$ cat src/rtl/doorlock_entry_ctrl.sv
// Door-lock password entry controller: collects a 4-digit keypad code, checks it
// against a programmable password, and drives door-open, alarm, and FND mask outputs.
module doorlock_entry_ctrl #(
  parameter logic [15:0] DEFAULT_PW  = 16'h1234,
  parameter int unsigned OPEN_CYCLES = 8,
  parameter int unsigned LOCK_CYCLES = 16,
  parameter int unsigned MAX_FAIL    = 3
) (
  input  logic        CLK,
  input  logic        RESET_N,
  input  logic        key_valid,
  input  logic [3:0]  key_code,
  output logic [15:0] digit_mask,
  output logic        door_open,
  output logic        alarm,
  output logic [3:0]  fail_cnt
);

  localparam int unsigned TIMER_W = 32;
  localparam int unsigned CNT_W   = 3;
  localparam int unsigned FAIL_W  = 4;

  localparam logic [3:0] KEY_DIGIT_MAX = 4'h9;
  localparam logic [3:0] KEY_CLEAR     = 4'hA;
  localparam logic [3:0] KEY_ENTER     = 4'hB;
  localparam logic [3:0] KEY_PROG      = 4'hC;

  localparam logic [CNT_W-1:0]   CNT_FULL  = CNT_W'(4);
  localparam logic [TIMER_W-1:0] OPEN_LAST = TIMER_W'(OPEN_CYCLES - 1);
  localparam logic [TIMER_W-1:0] LOCK_LAST = TIMER_W'(LOCK_CYCLES - 1);
  localparam logic [FAIL_W-1:0]  FAIL_MAX  = FAIL_W'(MAX_FAIL);

  typedef enum logic [2:0] {
    S_IDLE    = 3'd0,
    S_ENTRY   = 3'd1,
    S_OPEN    = 3'd2,
    S_PROG    = 3'd3,
    S_LOCKOUT = 3'd4
  } state_t;

  state_t               state_q, state_d;
  logic [15:0]          pw_q, pw_d;
  logic [15:0]          buf_q, buf_d;
  logic [CNT_W-1:0]     cnt_q, cnt_d;
  logic [FAIL_W-1:0]    fail_q, fail_d;
  logic [TIMER_W-1:0]   timer_q, timer_d;
  logic [15:0]          mask_q, mask_d;
  logic                 door_q, door_d;
  logic                 alarm_q, alarm_d;

  logic                 is_digit;
  logic                 timer_done;
  logic [FAIL_W-1:0]    fail_inc;

  assign is_digit   = (key_code <= KEY_DIGIT_MAX);
  assign fail_inc   = fail_q + FAIL_W'(1);
  assign timer_done = ((state_q == S_OPEN)    && (timer_q == OPEN_LAST)) ||
                      ((state_q == S_LOCKOUT) && (timer_q == LOCK_LAST));

  // Next-state, buffer, password and failure-count logic
  always_comb begin
    state_d = state_q;
    pw_d    = pw_q;
    buf_d   = buf_q;
    cnt_d   = cnt_q;
    fail_d  = fail_q;

    case (state_q)
      S_IDLE, S_ENTRY, S_PROG: begin
        if (key_valid) begin
          if (is_digit) begin
            if (cnt_q < CNT_FULL) begin
              case (cnt_q)
                CNT_W'(0): buf_d[15:12] = key_code;
                CNT_W'(1): buf_d[11:8]  = key_code;
                CNT_W'(2): buf_d[7:4]   = key_code;
                default:   buf_d[3:0]   = key_code;
              endcase
              cnt_d = cnt_q + CNT_W'(1);
              if (state_q != S_PROG) begin
                state_d = S_ENTRY;
              end
            end
          end else if (key_code == KEY_CLEAR) begin
            cnt_d = '0;
            buf_d = '0;
            if (state_q != S_PROG) begin
              state_d = S_IDLE;
            end
          end else if ((key_code == KEY_ENTER) && (cnt_q == CNT_FULL)) begin
            cnt_d = '0;
            buf_d = '0;
            if (state_q == S_PROG) begin
              pw_d    = buf_q;
              state_d = S_IDLE;
            end else if (buf_q == pw_q) begin
              fail_d  = '0;
              state_d = S_OPEN;
            end else if (fail_inc >= FAIL_MAX) begin
              fail_d  = FAIL_MAX;
              state_d = S_LOCKOUT;
            end else begin
              fail_d  = fail_inc;
              state_d = S_IDLE;
            end
          end else if ((key_code == KEY_PROG) && (state_q == S_PROG)) begin
            cnt_d   = '0;
            buf_d   = '0;
            state_d = S_IDLE;
          end
        end
      end
      // A key landing on the expiry edge is dropped: expiry wins
      S_OPEN: begin
        if (timer_done) begin
          state_d = S_IDLE;
        end else if (key_valid && (key_code == KEY_PROG)) begin
          cnt_d   = '0;
          buf_d   = '0;
          state_d = S_PROG;
        end
      end
      S_LOCKOUT: begin
        if (timer_done) begin
          fail_d  = '0;
          state_d = S_IDLE;
        end
      end
      default: begin
        cnt_d   = '0;
        buf_d   = '0;
        state_d = S_IDLE;
      end
    endcase
  end

  // Timer restarts on every state change and only runs in timed states
  always_comb begin
    timer_d = '0;
    if ((state_d == state_q) && ((state_q == S_OPEN) || (state_q == S_LOCKOUT))) begin
      timer_d = timer_q + TIMER_W'(1);
    end
  end

  // Output values derived from the next state so they appear right after the sampling edge
  always_comb begin
    door_d  = (state_d == S_OPEN);
    alarm_d = (state_d == S_LOCKOUT);
    mask_d  = 16'hFFFF;
    case (state_d)
      S_OPEN:    mask_d = 16'hFFFF;
      S_LOCKOUT: mask_d = 16'h0000;
      default: begin
        case (cnt_d)
          CNT_W'(0): mask_d = 16'hFFFF;
          CNT_W'(1): mask_d = 16'h0FFF;
          CNT_W'(2): mask_d = 16'h00FF;
          CNT_W'(3): mask_d = 16'h000F;
          default:   mask_d = 16'h0000;
        endcase
      end
    endcase
  end

  always_ff @(posedge CLK or negedge RESET_N) begin
    if (!RESET_N) begin
      state_q <= S_IDLE;
      pw_q    <= DEFAULT_PW;
      buf_q   <= '0;
      cnt_q   <= '0;
      fail_q  <= '0;
      timer_q <= '0;
      mask_q  <= 16'hFFFF;
      door_q  <= 1'b0;
      alarm_q <= 1'b0;
    end else begin
      state_q <= state_d;
      pw_q    <= pw_d;
      buf_q   <= buf_d;
      cnt_q   <= cnt_d;
      fail_q  <= fail_d;
      timer_q <= timer_d;
      mask_q  <= mask_d;
      door_q  <= door_d;
      alarm_q <= alarm_d;
    end
  end

  assign digit_mask = mask_q;
  assign door_open  = door_q;
  assign alarm      = alarm_q;
  assign fail_cnt   = fail_q;

endmodule

$ cat config.mk
export PLATFORM = sky130hd
export DESIGN_NAME = doorlock_entry_ctrl
export DESIGN_NICKNAME = d
export VERILOG_FILES = /design/src/rtl/doorlock_entry_ctrl.sv
export SDC_FILE = /design/constraint.sdc
export NUM_CORES = 1
export LEC_CHECK = 0
export BUFFER_PORTS_ARGS = -buffer_cell sky130_fd_sc_hd__buf_2
export CAP_MARGIN = 20
export CORE_MARGIN = 8
export CORE_UTILIZATION = 55
export DETAILED_ROUTE_END_ITERATION = 7
export PLACE_DENSITY = 0.8
export SLEW_MARGIN = 10
export SYNTH_ARGS = -nofsm -noshare
export SYNTH_HDL_FRONTEND = slang
export SYNTH_SLANG_ARGS = --single-unit
$ cat constraint.sdc
create_clock -name CLK -period 6.55 [get_ports CLK]
set_input_delay 1.31 -clock CLK [delete_from_list [all_inputs] [get_ports CLK]]
set_output_delay 1.31 -clock CLK [all_outputs]
set_load 0.02 [all_outputs]
==> results of run 1 <==
==> state kept, by name (all words and copies together), names as in the netlist <==
signal	count
fail_cnt	4
cnt_q	3
pw_q	16
door_open	1
alarm	1
state_q	3
digit_mask	4
buf_q	16
timer_q	32
==> where the power goes <==
group	switching, uW	internal (uW)	leakage (uW)	total (uW)
logic	314	195	0.000810	510
clock network	194	219	0.000115	412
registers	86.5	573	0.00106	659
==> per-stage QoR <==
| step | total power, uW | hold slack [ps] | std cells |
|---|---|---|---|
| 2_1_floorplan | 1070 | 455 | 416 |
| 3_3_place_gp | 1160 | 474 | 520 |
| 3_5_place_dp | 1180 | 491 | 520 |
| 4_1_cts | 1590 | 502 | 536 |
| 5_1_grt | 1670 | 520 | 536 |
| 6_report | 1580 | 501 | 536 |
==> cell families (layout without fill, tap and decap cells) <==
| logic type | after synthesis | count (layout) |
|---|---|---|
| AOI/OAI and AO/OA | 51 | 51 |
| xor gates and xnor gates | 47 | 47 |
| adders and majority gates | 7 | 7 |
| buffers and inverters | 43 | 61 |
| DFF | 80 | 80 |
| muxes | 27 | 27 |
| and+or+nand+nor | 161 | 161 |
==> cells in the final DEF, fill, tap and decap left out, drive strengths merged, types with 12 or more instances in the layout <==
cell    n
dfrtp  71
nor2   41
nand2  33
xnor2  32
buf    29
mux2   21
inv    19
xor2   15
nand4  14
nand3  13
nor4   12
==> worst max-delay path by stage <==
stage	end	cells after the start
after floorplan	buf_q[2]$_DFFE_PN0P_	7
after global placement	digit_mask[7]$_DFF_PN1_	7
after detailed placement	digit_mask[11]$_DFF_PN1_	7
after CTS	digit_mask[11]$_DFF_PN1_	7
after global routing	digit_mask[7]$_DFF_PN1_	7
final	digit_mask[7]$_DFF_PN1_	7
==> layout make-up <==
class	instances	share of cell area (%)
clock buffers	9	2.68
repair buffers	29	3.25
clock inverters	7	2.17
multi-input cells	293	44.2
inverters	16	1.30
flip-flops and latches	80	43.6
well taps	102	2.77
==> per-layer routing <==
| layer | up-vias | wire, um |
|---|---|---|
| met4 | 0 | 209 |
| met5 | - | 0 |
| li1 | 1485 | - |
| met1 | 1528 | 3600 |
| met3 | 17 | 305 |
| met2 | 50 | 4330 |
==> critical path, delay by kind of cell <==
kind	cells	cell delay, ps
AOI/OAI and AO/OA	5	1430
buffers and inverters	1	170
and+or+nand+nor	1	540
==> impl_metrics.toml, run 1 <==
[outcome]
status = "completed"

[clock_network]
cts_hold_buffers = 0
cts_root_buf = "clkbuf_8"
cts_setup_buffers = 0
path_clk_slew_ps = 90
ctsResizeCount = 0
cts_sinks = 80
ctsLongestPathBuffers = 2
clock_latency_ps = 360
tritoncts = "built"
cts-buffers-inserted = 9
htreeDepth = 3

[worst_hold_path]
hold_class = "flip-flop to flip-flop"
hold_depth = 1
holdCritStartpoint = "timer_q[0]$_DFF_PN0_"
whs_endpoint = "timer_q[0]$_DFF_PN0_"

[floorplanning]
rows = 32
coreArea_mm2 = 0.00765
start_util_pct = 55.9
pin_count = 29
die_area_mm2 = 0.0109
die_h_um = 104
die_w_um = 104

[worst_setup_path]
rr_worst_depth = 6
slowest_delay_ps = 760
crit_chain = "buf_2 -> o21a_1 -> a211oi_1 -> and3b_1 -> a21oi_1 -> a22oi_1 -> o21ai_0"
r2r-start = "state_q[1]$_DFF_PN0_"
crit_path_end_kind = "flip-flop"
arrival_ps = 3450
criticalPathCategory = "input pin to flip-flop"
critPathLaunch = "key_code[1]"
worstSetupStartpointType = "input pin"
required_ps = 6820
worstReg2RegEnd = "timer_q[20]$_DFF_PN0_"
slowest_stage = "a211oi_1"
r2r_setup_slack_ps = 3490
critPathMaxFanout = 12

[timing]
tns_ps = 0
slew_headroom_pct = 29.4
finalHoldViolations = 0
period_needed_ps = 3180
finalClockSkew_ps = 9.10
drv_slew = 0
max_freq_mhz = 314
setup_viol = 0
min_period_over_period_pct = 48.6
layout_setup_ws_ps = 3370
worst_pin_slew_ps = 1060
grt_setup_unrepaired = "false"

[route]
dr.first_iter.drc_count = 155
postRouteAntennaNets = 0
drtPass1Iterations = 4
vias_per_cell = 5.75
routedWlPerCell_um = 15.8
drc = 0
dr_total_vias = 3080
wirelength_um = 8450

[cells_and_area]
multi_input_area_mm2 = 0.00204
final_nets = 443
area_growth_pct = 7.90
drive_gt1_share_pct = 18.9
n_antenna_cell = 0
seq_area_mm2 = 0.00201
final_core_util_pct = 60.3
fillers = 619
fin_area_mm2 = 0.00461

[power]
p_leak_uw = 0.00199
peakVddDrop_uv = 143
p_per_area_mw_per_mm2 = 343

[placement]
gp_congestion = 0.832
hpwl_um = 5930
place_ws_ps = 3060
port-buffer-count = 28
dpl_cell_area_mm2 = 0.00439

[global_route]
grt_pass1_wl_um = 14500
grt_use_met2_pct = 27.9
grtUsageMet3_pct = 3.78
grt_max_degree = 81
busiest_layer = "met2"
grt_pass1_vias = 3080
gr-total-overflow = 0
track_usage_pct = 16.2
met1_usage_pct = 18.5
grt_antenna_before_repair = 0

[synth]
synthMuxAreaShare_pct = 6.93
synth_edf_count = 0
syn_area_per_cell_um2 = 10.3
synth_compound_area_share_pct = 9.48
netlist_area_mm2 = 0.00428
synth_cell_types = 56
synth_nets = 430
yosysWarningCount = 0
async_reset_ff_share_pct = 100
synth-simple-area-share_pct = 19.6
synth-adder-area-share_pct = 2.05
synth-xor-area-share_pct = 9.63
synthTopCellsByCount = "71 x dfrtp_1, 41 x nor2_1, 33 x nand2_1"
synth_top_family_by_area = "simple AND/OR/NAND/NOR gates"
synth-seq-cells = 80
yosys.cell_count.top_type = "dfrtp_1"
synth_largest_area_cell = "dfrtp_1"
synth-main-ff-cell = "dfrtp_1"
synth.yosys.seq_area_share_pct = 47.1
synth_area_leaders = "dfrtp_1 42%, xnor2_1 6.6%, dfstp_2 5.5%"
netlist_instances = 416
synth_top_area_share_pct = 41.5

[job]
drv_cap = 0
Power figures use the tool's default switching activity.
==> run 2, diff against run 1 <==
==> constraint.sdc (replaced) <==
create_clock -name CLK -period 3.1 [get_ports CLK]
set_input_delay 0.62 -clock CLK [delete_from_list [all_inputs] [get_ports CLK]]
set_output_delay 0.62 -clock CLK [all_outputs]
set_load 0.02 [all_outputs]
==> run 2 against run 1 <==
  * Via count increased by 0.26%
  * Worst setup slack got worse by 2900 ps
  * Combinational power grew 120%
  * Cell count rose by 1.3%
==> impl_metrics.toml, run 2 (synthesis gave the netlist of run 1 again) <==
[route]
dr.first_iter.drc_count = 156
vias_per_cell = 5.69
routedWlPerCell_um = 15.4
drc = 0
wirelength_um = 8370
postRouteAntennaNets = 0
dr_total_vias = 3088
drtPass1Iterations = 4

[power]
power_frac_comb_pct = 33.8
p_per_area_mw_per_mm2 = 712
p_leak_uw = 0.00203
p_sw_share_pct = 36.1
power_switching_uw = 1200
peakVddDrop_uv = 305
p_int_uw = 2130
seqPwrFrac_pct = 41.1
p_clk_share_pct = 25.1

[floorplanning]
pin_count = 29
coreArea_mm2 = 0.00765
die_h_um = 104
rows = 32
die_area_mm2 = 0.0109
die_w_um = 104
start_util_pct = 55.9

[global_route]
gr-total-overflow = 0
grt_pass1_wl_um = 14700
grt_antenna_before_repair = 0
grt_pass1_vias = 3081
track_usage_pct = 16.3
grt_max_degree = 81

[placement]
place_ws_ps = 473
hpwl_um = 5970
port-buffer-count = 28
gp_congestion = 0.854

[worst_hold_path]
hold_class = "input pin to asynchronous set/reset pin"

[worst_setup_path]
worstReg2RegEnd = "timer_q[0]$_DFF_PN0_"
arrival_ps = 2910
rr_worst_depth = 7
crit_path_end_kind = "flip-flop"
r2r-start = "state_q[2]$_DFF_PN0_"
critPathMaxFanout = 32
worstSetupStartpointType = "flip-flop"
criticalPathCategory = "flip-flop to flip-flop"
r2r_setup_slack_ps = 450
required_ps = 3360

[timing]
drv_slew = 0
worst_pin_slew_ps = 628
grt_setup_unrepaired = "false"
finalHoldViolations = 0
max_freq_mhz = 377
period_needed_ps = 2650
setup_viol = 0
slew_headroom_pct = 57.8
layout_setup_ws_ps = 449
min_period_over_period_pct = 85.5
tns_ps = 0
finalClockSkew_ps = 11.1

[clock_network]
cts_hold_buffers = 0
htreeDepth = 3
path_clk_slew_ps = 80
cts_setup_buffers = 0
ctsLongestPathBuffers = 2
cts-buffers-inserted = 9
ctsResizeCount = 0
cts_root_buf = "clkbuf_8"
clock_latency_ps = 360
cts_sinks = 80
tritoncts = "built"

[job]
drv_cap = 0

[cells_and_area]
n_antenna_cell = 0
final_common_cell = "dfrtp_1"
area_growth_pct = 9.39
top_register = "timer_q"
largest_reg_flops = 32
final_nets = 450
layout_common_cells = "71 x dfrtp_1, 41 x nor2_1, 33 x nand2_1, 32 x xnor2_1, 27 x buf_2"
multi_input_area_mm2 = 0.00204
drive_gt1_share_pct = 19.7
fillers = 649
reg_top3 = "timer_q x32, buf_q x16, pw_q x16"
seq_area_mm2 = 0.00201

[outcome]
status = "completed"
[run 2: layout make-up]
class	count	area share [%]
multi-input cells	293	43.6
flip-flops and latches	80	43.0
repair buffers	36	4.76
clock buffers	12	3.10
well taps	102	2.73
clock inverters	4	1.50
inverters	16	1.28
[run 2: power groups by stage]
| stage | combinational [uW] | clock, uW | sequential [uW] |
|---|---|---|---|
| finish | 1130 | 835 | 1370 |
| global route | 1240 | 899 | 1400 |
| CTS | 1130 | 862 | 1370 |
| detailed placement | 1120 | 0 | 1390 |
| global placement | 1100 | 0 | 1390 |
| floorplan | 891 | 0 | 1370 |
[run 2: stage by stage]
stage | hold WS (ps) | total power (uW) | instance area, um2 | instances | utilization (%)
6_report | 135 | 3330 | 4680 | 543 | 61.2
4_1_cts | 442 | 3360 | 4650 | 542 | 60.8
3_5_place_dp | 486 | 2510 | 4440 | 526 | 58.0
2_1_floorplan | 324 | 2260 | 4280 | 416 | -
3_3_place_gp | 482 | 2480 | 4440 | 526 | 58.0
5_1_grt | 152 | 3540 | 4680 | 543 | 61.2
[run 2: metal layers]
metal | vias to the layer above | global-route usage [%] | wire length, um
met5 | - | 0 | 0
met4 | 0 | 6.10 | 195
met3 | 18 | 4.28 | 266
met2 | 45 | 26.9 | 4140
met1 | 1529 | 20.1 | 3760
li1 | 1496 | - | -
[run 2: worst max path at each step]
stage,end,startpoint,cells after the start
after floorplan,buf_q[2]$_DFFE_PN0P_,key_code[2],7
after global placement,timer_q[1]$_DFF_PN0_,state_q[2]$_DFF_PN0_,7
after detailed placement,timer_q[0]$_DFF_PN0_,state_q[2]$_DFF_PN0_,7
after CTS,timer_q[0]$_DFF_PN0_,state_q[2]$_DFF_PN0_,7
after global routing,timer_q[0]$_DFF_PN0_,state_q[2]$_DFF_PN0_,7
final,timer_q[0]$_DFF_PN0_,state_q[2]$_DFF_PN0_,7
[run 2: critical path, cell delays in order, from the launching register on]
cell	delay, ps
dfrtp_1	520
nand2b_1	290
or2_2	340
a2111oi_4	500
o21bai_1	130
a211o_1	270
buf_4	230
a211oi_1	260
==> run 3, diff against run 2 <==
--- a/config.mk
+++ b/config.mk
@@ -10,7 +10,7 @@
 export CORE_MARGIN = 8
 export CORE_UTILIZATION = 55
 export DETAILED_ROUTE_END_ITERATION = 7
-export PLACE_DENSITY = 0.8
+export PLACE_DENSITY = 0.82
 export SLEW_MARGIN = 10
 export SYNTH_ARGS = -nofsm -noshare
 export SYNTH_HDL_FRONTEND = slang
==> constraint.sdc (replaced) <==
create_clock -name CLK -period 2.2 [get_ports CLK]
set_input_delay 0.44 -clock CLK [delete_from_list [all_inputs] [get_ports CLK]]
set_output_delay 0.44 -clock CLK [all_outputs]
set_load 0.02 [all_outputs]
==> run 3 against run 2 <==
  * The flow now finishes with violations (hold timing, setup timing)
  * Clock-buffer cell count down 2
  * Worst setup slack worse by 610 ps
  * Die area unchanged
  * Clock power is 41% higher
  * Wire length grew 27%
  * Register-to-register slack got worse by 610 ps
  * Critical path type unchanged
  * Combinational power is 100% higher
==> impl_metrics.toml, run 3 (synthesis gave the netlist of run 1 again) <==
[power]
p_leak_uw = 0.00242
peakVddDrop_uv = 448
p_per_area_mw_per_mm2 = 980

[timing]
worst_pin_slew_ps = 471
setup_viol = 38
grt_setup_unrepaired = "true"
tns_ps = -4280
layout_setup_ws_ps = -165
max_freq_mhz = 423
slew_headroom_pct = 68.3
finalHoldViolations = 1
min_period_over_period_pct = 107
whs_ps = -1.87
drv_slew = 0
finalClockSkew_ps = 10.0
period_needed_ps = 2360

[global_route]
grt_antenna_before_repair = 0
busiest_layer = "met2"
grt_max_degree = 51
track_usage_pct = 18.4
met1_usage_pct = 20.4
grt_pass1_wl_um = 16500
gr-total-overflow = 0
grt_use_met2_pct = 32.8
grt_pass1_vias = 3519
grtUsageMet3_pct = 4.28

[cells_and_area]
n_antenna_cell = 0
drive_gt1_share_pct = 39.5
seq_area_mm2 = 0.00201
reg_top3 = "timer_q x32, buf_q x16, pw_q x16"
layout_common_cells = "73 x buf_4, 71 x dfrtp_1, 32 x nand2_1, 32 x xnor2_1"
area_growth_pct = 28.1
final_core_util_pct = 71.7
fillers = 516
largest_reg_flops = 32
top_register = "timer_q"
final_nets = 520
multi_input_area_mm2 = 0.00227
layout.cells.non_filler = 613
final_common_cell = "buf_4"

[placement]
dp.cells = 586
port-buffer-count = 28
hpwl_um = 6950
gp_congestion = 0.841
place_ws_ps = -147

[worst_setup_path]
critPathMaxFanout = 7
arrival_ps = 2660
required_ps = 2490
worstSetupStartpointType = "flip-flop"
criticalPathCategory = "flip-flop to flip-flop"
crit_path_end_kind = "flip-flop"

[floorplanning]
pin_count = 29
die_w_um = 104
rows = 32
start_util_pct = 55.9
coreArea_mm2 = 0.00765
die_area_mm2 = 0.0109
die_h_um = 104

[clock_network]
cts_root_buf = "clkbuf_8"
clock_latency_ps = 370
cts-buffers-inserted = 9
cts_hold_buffers = 0
tritoncts = "built"
ctsLongestPathBuffers = 2
cts_sinks = 80
htreeDepth = 3
path_clk_slew_ps = 90

[route]
drc = 0
vias_per_cell = 5.68
dr.first_iter.drc_count = 203
postRouteAntennaNets = 0
dr_total_vias = 3483
wirelength_um = 10600
drtPass1Iterations = 4
routedWlPerCell_um = 17.3

[outcome]
status = "finished with violations"
violations = "hold timing, setup timing"

[job]
drv_cap = 0

[worst_hold_path]
hold_class = "input pin to asynchronous set/reset pin"
==> run 3: worst paths after layout <==
check | from | to | slack, ps | depth (start not counted)
min | RESET_N | pw_q[1]$_DFFE_PN0P_ | -2 | 1
min reg2reg | pw_q[3]$_DFFE_PN0P_ | pw_q[3]$_DFFE_PN0P_ | 530 | 1
min in group CLK | key_code[0] | buf_q[0]$_DFFE_PN0P_ | 360 | 3
max reg2reg | timer_q[5]$_DFF_PN0_ | timer_q[27]$_DFF_PN0_ | -160 | 8
max | timer_q[5]$_DFF_PN0_ | timer_q[27]$_DFF_PN0_ | -160 | 8
max in group asynchronous | RESET_N | digit_mask[7]$_DFF_PN1_ | 1540 | 2
==> run 3: cell type report <==
type | instances | area share (%)
clock buffer | 10 | 2.51
clock inverter | 6 | 1.37
inverter | 16 | 1.10
multi-input combinational | 293 | 41.5
sequential | 80 | 36.7
tap | 102 | 2.33
timing repair buffer | 106 | 14.5
==> run 3: metrics by stage <==
step,power [uW],instance area [um2]
3_3_place_gp,3730,4930
3_5_place_dp,3810,4930
6_report,5370,5480
2_1_floorplan,3190,4280
4_1_cts,5100,5220
5_1_grt,5650,5480
==> run 3: power breakdown <==
group / internal (uW) / switching (uW)
Clock: 574 / 609
Combinational: 1040 / 1260
Sequential: 1710 / 185
Total: 3320 / 2050
==> run 3: routing by layer <==
layer / wire length, um / vias to the layer above
met5: 0 / -
met4: 275 / 0
met3: 351 / 27
met2: 5590 / 68
met1: 4390 / 1750
li1: - / 1638
==> run 3: timing repair <==
action,in CTS,in global routing
buffers inserted,2,7
cloned,0,2
setup endpoints to repair,33,60
pin swaps,8,18
resized for setup,11,44
==> run 3: worst max-delay path, stage by stage, from the launching register on <==
cell and delay (ps):
dfrtp_1 410, nor4_1 410, nand4b_1 180, buf_4 170, a2111oi_4 260, o21bai_1 130
a211o_4 420, clkbuf_16 190, nor2_1 120
